**src/rtl/uart_rx_ctl_if.sv**
```systemverilog
// Signal bundle between the 3-byte ADC frame decoder, its UART receiver and the
// sample consumer. The master side is the decoder, the slave side is the receiver/consumer.
interface uart_rx_ctl_if;
    logic [7:0]  rx_data;
    logic        rx_empty;
    logic        uld_rx_data;
    logic        rx_enable;
    logic [31:0] adc_word;
    logic        word_valid;
    logic        frame_err;
    logic [15:0] frame_cnt;

    modport master (
        input  rx_data, rx_empty,
        output uld_rx_data, rx_enable, adc_word, word_valid, frame_err, frame_cnt
    );

    modport slave (
        output rx_data, rx_empty,
        input  uld_rx_data, rx_enable, adc_word, word_valid, frame_err, frame_cnt
    );
endinterface

```
**src/rtl/uart_rx_ctl.sv**
```systemverilog
// Receive-side decoder of the 3-byte ADC frame: unloads bytes from a UART receiver,
// assembles b0/b1/b2, decodes them into a 32-bit sample word and drops partial
// frames whose inter-byte gap exceeds TIMEOUT_CYCLES.
module uart_rx_ctl #(
    parameter logic [23:0] TIMEOUT_CYCLES = 24'd1000000
) (
    input  logic          clock,
    input  logic          reset,
    uart_rx_ctl_if.master bus
);
    typedef enum logic [2:0] {
        ST_IDLE    = 3'd0,
        ST_ULD     = 3'd1,
        ST_WAIT    = 3'd2,
        ST_CAPTURE = 3'd3,
        ST_DECODE  = 3'd4
    } state_t;

    state_t      state_r;
    state_t      next_state_s;
    logic [1:0]  byte_idx_r;
    logic [7:0]  slot0_r;
    logic [7:0]  slot1_r;
    logic [7:0]  slot2_r;
    logic [23:0] gap_cnt_r;
    logic        gap_count_s;
    logic        timeout_s;
    logic        uld_next_s;
    logic        word_valid_next_s;
    logic        frame_err_next_s;
    logic        uld_r;
    logic        rx_enable_r;
    logic        word_valid_r;
    logic        frame_err_r;
    logic [31:0] adc_word_r;
    logic [15:0] frame_cnt_r;

    // All-ones frame is the "no sample" marker; a lone 0x01 in b2 with zero b1 and
    // zero low nibble in b0 is a b0-only sample; anything else is a full 24-bit sample.
    function automatic logic [31:0] decode_word(input logic [7:0] b0,
                                                input logic [7:0] b1,
                                                input logic [7:0] b2);
        logic [31:0] word;
        if ((b0 == 8'hFF) && (b1 == 8'hFF) && (b2 == 8'hFF)) begin
            word = 32'h0000_0000;
        end else if ((b0[3:0] == 4'h0) && (b1 == 8'h00) && (b2 == 8'h01)) begin
            word = {b0, 24'h00_0000};
        end else begin
            word = {b0, b1, b2, 8'h00};
        end
        return word;
    endfunction

    // State register.
    always_ff @(posedge clock or posedge reset) begin
        if (reset) begin
            state_r <= ST_IDLE;
        end else begin
            state_r <= next_state_s;
        end
    end

    // Next-state logic; a byte is only noticed while waiting in IDLE.
    always_comb begin
        next_state_s = state_r;
        case (state_r)
            ST_IDLE: begin
                if (!bus.rx_empty) begin
                    next_state_s = ST_ULD;
                end else begin
                    next_state_s = ST_IDLE;
                end
            end
            ST_ULD:  next_state_s = ST_WAIT;
            ST_WAIT: next_state_s = ST_CAPTURE;
            ST_CAPTURE: begin
                if (byte_idx_r == 2'd2) begin
                    next_state_s = ST_DECODE;
                end else begin
                    next_state_s = ST_IDLE;
                end
            end
            ST_DECODE: next_state_s = ST_IDLE;
            default:   next_state_s = ST_IDLE;
        endcase
    end

    // Inter-byte gap detection; an arriving byte (rx_empty=0) suppresses the timeout.
    always_comb begin
        gap_count_s = (state_r == ST_IDLE) && (byte_idx_r != 2'd0) && bus.rx_empty;
        if (gap_count_s && (gap_cnt_r == (TIMEOUT_CYCLES - 24'd1))) begin
            timeout_s = 1'b1;
        end else begin
            timeout_s = 1'b0;
        end
    end

    // Next values of the registered strobes, derived from the FSM.
    always_comb begin
        uld_next_s        = (next_state_s == ST_ULD);
        word_valid_next_s = (state_r == ST_DECODE);
        frame_err_next_s  = timeout_s;
    end

    // Output strobe registers; rx_enable rises on the first edge after reset.
    always_ff @(posedge clock or posedge reset) begin
        if (reset) begin
            uld_r        <= 1'b0;
            rx_enable_r  <= 1'b0;
            word_valid_r <= 1'b0;
            frame_err_r  <= 1'b0;
        end else begin
            uld_r        <= uld_next_s;
            rx_enable_r  <= 1'b1;
            word_valid_r <= word_valid_next_s;
            frame_err_r  <= frame_err_next_s;
        end
    end

    // Byte index, byte slots and gap counter.
    always_ff @(posedge clock or posedge reset) begin
        if (reset) begin
            byte_idx_r <= 2'd0;
            slot0_r    <= 8'h00;
            slot1_r    <= 8'h00;
            slot2_r    <= 8'h00;
            gap_cnt_r  <= 24'd0;
        end else begin
            if (timeout_s) begin
                byte_idx_r <= 2'd0;
                slot0_r    <= 8'h00;
                slot1_r    <= 8'h00;
                slot2_r    <= 8'h00;
            end else if (state_r == ST_CAPTURE) begin
                case (byte_idx_r)
                    2'd0:    slot0_r <= bus.rx_data;
                    2'd1:    slot1_r <= bus.rx_data;
                    2'd2:    slot2_r <= bus.rx_data;
                    default: slot2_r <= slot2_r;
                endcase
                if (byte_idx_r == 2'd2) begin
                    byte_idx_r <= 2'd0;
                end else begin
                    byte_idx_r <= byte_idx_r + 2'd1;
                end
            end
            if (gap_count_s && !timeout_s) begin
                gap_cnt_r <= gap_cnt_r + 24'd1;
            end else begin
                gap_cnt_r <= 24'd0;
            end
        end
    end

    // Decoded word and frame counter, updated only on the edge leaving DECODE.
    always_ff @(posedge clock or posedge reset) begin
        if (reset) begin
            adc_word_r  <= 32'h0000_0000;
            frame_cnt_r <= 16'h0000;
        end else if (state_r == ST_DECODE) begin
            adc_word_r  <= decode_word(slot0_r, slot1_r, slot2_r);
            frame_cnt_r <= frame_cnt_r + 16'd1;
        end
    end

    assign bus.uld_rx_data = uld_r;
    assign bus.rx_enable   = rx_enable_r;
    assign bus.adc_word    = adc_word_r;
    assign bus.word_valid  = word_valid_r;
    assign bus.frame_err   = frame_err_r;
    assign bus.frame_cnt   = frame_cnt_r;
endmodule
```
**src/flat_wrapper.sv**
```systemverilog
// flat-port wrapper written by rule: the top's interface ports become plain ports
module uart_rx_ctl_flat 
#(
    parameter logic [23:0] TIMEOUT_CYCLES = 24'd1000000
)
  (clock, reset, bus_rx_data, bus_rx_empty, bus_uld_rx_data, bus_rx_enable, bus_adc_word, bus_word_valid, bus_frame_err, bus_frame_cnt);
  uart_rx_ctl_if bus_i ();
  input  logic clock;
  input  logic reset;
  input wire logic [$bits(bus_i.rx_data)-1:0] bus_rx_data;
  input wire logic [$bits(bus_i.rx_empty)-1:0] bus_rx_empty;
  output wire logic [$bits(bus_i.uld_rx_data)-1:0] bus_uld_rx_data;
  output wire logic [$bits(bus_i.rx_enable)-1:0] bus_rx_enable;
  output wire logic [$bits(bus_i.adc_word)-1:0] bus_adc_word;
  output wire logic [$bits(bus_i.word_valid)-1:0] bus_word_valid;
  output wire logic [$bits(bus_i.frame_err)-1:0] bus_frame_err;
  output wire logic [$bits(bus_i.frame_cnt)-1:0] bus_frame_cnt;
  assign bus_i.rx_data = bus_rx_data;
  assign bus_i.rx_empty = bus_rx_empty;
  assign bus_uld_rx_data = bus_i.uld_rx_data;
  assign bus_rx_enable = bus_i.rx_enable;
  assign bus_adc_word = bus_i.adc_word;
  assign bus_word_valid = bus_i.word_valid;
  assign bus_frame_err = bus_i.frame_err;
  assign bus_frame_cnt = bus_i.frame_cnt;
  uart_rx_ctl #(.TIMEOUT_CYCLES(TIMEOUT_CYCLES)) u_core (.clock(clock), .reset(reset), .bus(bus_i));
endmodule
```
**config.mk**
```make
export PLATFORM = sky130hd
export DESIGN_NAME = uart_rx_ctl_flat
export DESIGN_NICKNAME = d
export VERILOG_FILES = /design/src/rtl/uart_rx_ctl_if.sv /design/src/rtl/uart_rx_ctl.sv /design/src/flat_wrapper.sv
export SDC_FILE = /design/constraint.sdc
export NUM_CORES = 1
export LEC_CHECK = 0
export BUFFER_PORTS_ARGS = -buffer_cell sky130_fd_sc_hd__buf_2
export CAP_MARGIN = 20
export CORE_ASPECT_RATIO = 1.75
export CORE_MARGIN = 3
export CORE_UTILIZATION = 40
export CTS_CLUSTER_SIZE = 16
export DETAILED_ROUTE_END_ITERATION = 8
export GPL_TIMING_DRIVEN = 0
export PLACE_DENSITY = 0.7
export SYNTH_ARGS = -nofsm -noshare
export SYNTH_HDL_FRONTEND = slang
export SYNTH_SLANG_ARGS = --single-unit
```
**constraint.sdc**
```tcl
create_clock -name clock -period 5.9 [get_ports clock]
set_input_delay 0.59 -clock clock [delete_from_list [all_inputs] [get_ports clock]]
set_output_delay 0.59 -clock clock [all_outputs]
set_load 0.01 [all_outputs]
```
[Yosys cells after proc, flatten, opt, wreduce, memory -nomap -nowiden]
Cells that the tools add are included.
Word-level totals
  word-level logic and storage cells: 67
  flip-flop bits (word level): 105
  output and inout bits: 52
  bits of input ports: 11
Cells by class
  eq/ne operators: 12
  mux-type cells: 19
  $add $sub $neg: 3
  reduce and logical (&&, ||, !) cells: 21
Operator list (count)
  8-bit 2-to-1 mux: 9
  24-bit 2-to-1 mux: 2
  32-bit 2-to-1 mux: 1
  24-bit by 1-bit adder with 24-bit output (second input constant): 1
  24-bit by 20-bit == test with 1-bit output (second input constant): 1
  8-bit == test (second input constant): 3
  16-bit by 1-bit adder with 16-bit output (second input constant): 1
  3-bit one-hot mux with 4 select lines: 1
  2-bit nonzero test: 5
  8-bit by 1-bit == test with 1-bit output (second input constant): 1
  1-bit logical AND: 8
  8-bit logical NOT: 1
  3-bit by 1-bit == test with 1-bit output (second input constant): 2
  3-bit by 2-bit == test with 1-bit output (second input constant): 2
  2-bit 2-to-1 mux: 3
  2-bit AND reduction: 3
  4-bit logical NOT: 1
  3-bit == test (second input constant): 1
  3-bit logical NOT: 1
  3-bit 2-to-1 mux: 1
  2-bit by 1-bit adder with 2-bit output (second input constant): 1
  2-bit by 1-bit == test with 1-bit output (second input constant): 1
  2-bit == test (second input constant): 1
  2-bit logical NOT: 1
  other kinds (2): 3

[Logic depth before layout (Yosys ltp)]
  depth in word-level cells: 8
  gate-level depth with buffers: 7
  depth with buffers taken out: 6

[Least setup slack after synthesis]
Ideal clock, no wire load.
  path kind: flip-flop to flip-flop
  start point: reg u_core.gap_cnt_r[12]
  end point: reg u_core.slot1_r[7]
  period minus slack after synthesis: 1.996 ns
  setup slack: 3.904 ns
  stages on the path, launching flop included: 6
  arrival: 1.877 ns
  buffers on the path: 1
  cells stage by stage: dfrtp_1 -> or4_1 -> or4_4 -> nor3_4 -> buf_6 -> nor2_1
On the way
  cells in the longest elaborated chain, start to end: 5
  elaborated cells on any way between the ends: 7
  classes of those cells: eq/ne (1); mux (2); reduce/logical (4)
RTL lines
  from (decl): RTL line uart_rx_ctl.sv:25  | logic [23:0] gap_cnt_r;
  from (signal assigned): RTL line uart_rx_ctl.sv:148  | gap_cnt_r <= gap_cnt_r + 24'd1;
  24-bit by 20-bit == test with 1-bit output (*): RTL line uart_rx_ctl.sv:91  | if (gap_count_s && (gap_cnt_r == (TIMEOUT_CYCLES - 24'd1))) begin
  1-bit logical AND (*): RTL line uart_rx_ctl.sv:91
  1-bit 2-to-1 mux (*): RTL line uart_rx_ctl.sv:91
  2-bit nonzero test (no line)
  2-bit AND reduction (no line)
  to (signal assigned): RTL line uart_rx_ctl.sv:137  | 2'd1: slot1_r <= bus.rx_data;
  to (decl): RTL line uart_rx_ctl.sv:23  | logic [7:0] slot1_r;
Mark *: on every way between the ends. The rest lies on a longest branch, timed or not.
A chain may end at the register's enable or synchronous reset.

[Final worst setup path]
  start point: reg u_core.gap_cnt_r[0]
  end point: reg u_core.slot1_r[1]
On the way
  cells in the longest elaborated chain, start to end: 5
  elaborated cells on any way between the ends: 7
  classes of those cells: eq/ne (1); mux (2); reduce/logical (4)
RTL lines
  24-bit by 20-bit == test with 1-bit output (*): RTL line uart_rx_ctl.sv:91
  1-bit logical AND (*): RTL line uart_rx_ctl.sv:91
  1-bit 2-to-1 mux (*): RTL line uart_rx_ctl.sv:91
  via u_core.frame_err_next_s: RTL line uart_rx_ctl.sv:30  | logic frame_err_next_s;
  2-bit nonzero test (no line)
  2-bit AND reduction (no line)
The timed path passes the listed nets; every way through them passes the cells marked *.

==> reports/results.tsv <==
metric	value	unit
fmax	0.444	GHz
postCtsHoldBufs	0	
clockRootBuffer	clkbuf_16	
syn-instance-count	429	
antenna_cells	0	
ant_nets	0	
portBuffers	54	
clkSinkCount	97	
status	finished, final reports clean	
grt_usage	17.2	%
synth_area	4390	um2
ios	63	
drt_wl_total	10400	um
start_kind	flip-flop	
grt_remaining_overflow	0	
die_x	85.2	um
dpl.hpwl	7670	um
routedWlPerCell	16.3	um
firstDrtPassIters	5	
crit_family	simple AND/OR/NAND/NOR gates	
avgViaCountPerCell	5.48	
clk_pin_slew	0.07	ns
clk_latency	0.33	ns
syn_to_final_growth	17.9	%
setup_viol	0	
gp_congestion	0.868	
max_stage_delay	0.58	ns
hold_violations	0	
crit_path_end_kind	flip-flop	
tritoncts	built	
nets	515	
hold_path.class	in2async	
finalPower	0.00204	W
rsz0062_at_grt	no	
yosysSeqAreaShare	55.3	%
period_needed	2.25	ns
ys_seq_elements	97	
die_y	145	um
drv_cap	0	
slowest_stage	or4_4	
cts_resized	0	
syn-mean-instance-area	10.2	um2
crit_arrival	2.47	ns
power.density	393	nW/um2
tightestPinTransition	0.705	ns
post-route-period-util	38.2	%
skew	0.00662	ns
peakVddDrop	182	uV
grt_pass1_wl	16900	um
start_util	41.0	%
final_core_util	48.4	%
fp.dieArea	12300	um2
ys_types	39	
slew_headroom	53.0	%
setup_tns	0	ns
path_cells	ha_1 -> nand2_1 -> or4_4 -> nor3_4 -> buf_6 -> nor2_1	
antenna_found_initial	0	
ys_warn_count	0	
drive_above_1_share	17.8	%
cts_setup_buffers	0	
h-tree-depth	3	
coreArea	10700	um2
power_leakage	2.37	nW
drv_slew	0	
drc_errors	0	
grt_max_degree	58	
cts_made_buffers	9	
crit_fanout	10	
drtIter0Drc	203	
critPathBufInv	1	
critPathRequiredTime	6.12	ns
vias	3484	
grt_pass1_vias	3469	
crit_type	reg2reg	
fp-row-count	50	
clk_path_buf_depth	2	
metrics by stage:
step / cells / instance area (um2) / hold WS (ns) / worst slack, ns
finish: 636 / 5170 / 0.307 / 3.65
global route: 636 / 5170 / 0.336 / 3.44
CTS: 636 / 5170 / 0.316 / 3.62
detailed placement: 621 / 4880 / 0.461 / 3.64
floorplan: 436 / 4420 / 0.475 / 2.78
global placement: 620 / 4850 / 0.459 / 1.81
where the power goes:
part           total (W)  switching, W  internal, W  leakage [nW]
clock           0.000581      0.000241     0.000340         0.146
combinational   0.000434      0.000242     0.000192         0.934
sequential       0.00102      0.000180     0.000840          1.29
total            0.00204      0.000663      0.00137          2.37
flip-flops by register name, summed over array words and instances, names as in the netlist:
name	count
u_core.bus.frame_cnt	16
u_core.bus.rx_enable	1
u_core.slot0_r	8
u_core.bus.word_valid	1
u_core.bus.frame_err	1
u_core.gap_cnt_r	24
u_core.slot2_r	8
u_core.byte_idx_r	2
u_core.bus.adc_word	24
u_core.slot1_r	8
u_core.state_r	3
u_core.bus.uld_rx_data	1
placed cells by master, fill, tap and decap left out, drive strengths merged, types with 11 or more instances in the layout:
master  count
o31ai      22
a21oi      11
xnor2      17
xor2       11
nand4      14
dfrtp      97
nor2       43
nand3      18
o21ai      12
nand2      67
clkbuf     20
nor4       12
buf        72
mux2i      24
metal layers:
layer / track usage [%] / vias up / routed length [um]
met3: 2.34 / 26 / 397
met5: 0 / - / 0
met2: 29.9 / 110 / 5490
met1: 20.4 / 1705 / 4110
met4: 9.51 / 0 / 392
li1: - / 1643 / -
logic make-up (layout without fill, tap and decap cells):
group                      count (synthesis)  count (layout)  share of synthesized area (%)
and+or+nand+nor                          193             193                           21.7
other                                      2               9                          0.171
buffers and inverters                     34             104                           4.08
AOI/OAI and AO/OA                         49              49                           7.16
xor gates and xnor gates                  28              28                           5.59
muxes                                     24              24                           5.47
adders and majority gates                  2               2                          0.570
DFF                                       97              97                           55.3
synth_stat cells, drive strengths merged:
library cell,n,area share (%)
a211oi,1,0.17
a21oi,11,1.3
and2,1,0.14
and3,2,0.29
and4,5,1.0
buf,17,2.6
clkbuf,9,0.80
conb,2,0.17
dfrtp,97,55
ha,2,0.57
inv,8,0.68
mux2i,24,5.5
nand2,67,5.7
nand2b,1,0.14
nand3,18,2.1
nand3b,1,0.17
nand4,14,2.0
nor2,43,3.7
nor3,10,1.4
nor3b,1,0.17
nor4,12,1.7
nor4b,2,0.40
o211ai,1,0.17
o21ai,12,1.4
o21bai,2,0.43
o31ai,22,3.8
or3,4,0.57
or3b,1,0.20
or4,10,1.8
or4b,1,0.23
xnor2,17,3.4
xor2,11,2.2
path summary, 6_finish.rpt:
path / startpoint / endpoint / slack [ns] / depth (start not counted)
min in group clock: bus_rx_empty / u_core.bus.uld_rx_data / 0.45 / 2
worst min-delay path: reset / u_core.bus.frame_cnt[12] / 0.31 / 2
worst min register to register: u_core.bus.adc_word[13] / u_core.bus.adc_word[13] / 0.47 / 2
worst max-delay path: u_core.gap_cnt_r[0] / u_core.slot1_r[1] / 3.65 / 6
max in group asynchronous: reset / u_core.bus.adc_word[30] / 4.94 / 3
worst max register to register: u_core.gap_cnt_r[0] / u_core.slot1_r[1] / 3.65 / 6
cell type report:
cell class / count / area [um2]
flip-flops and latches: 97 / 2430
fillers: 1014 / 5520
plain buffers: 26 / 149
multi-input cells: 305 / 1810
well taps: 130 / 163
inverters: 8 / 32.5
repair buffers: 55 / 298
clock inverters: 4 / 52.6
clock buffers: 11 / 243
Power figures use the tool's default switching activity.
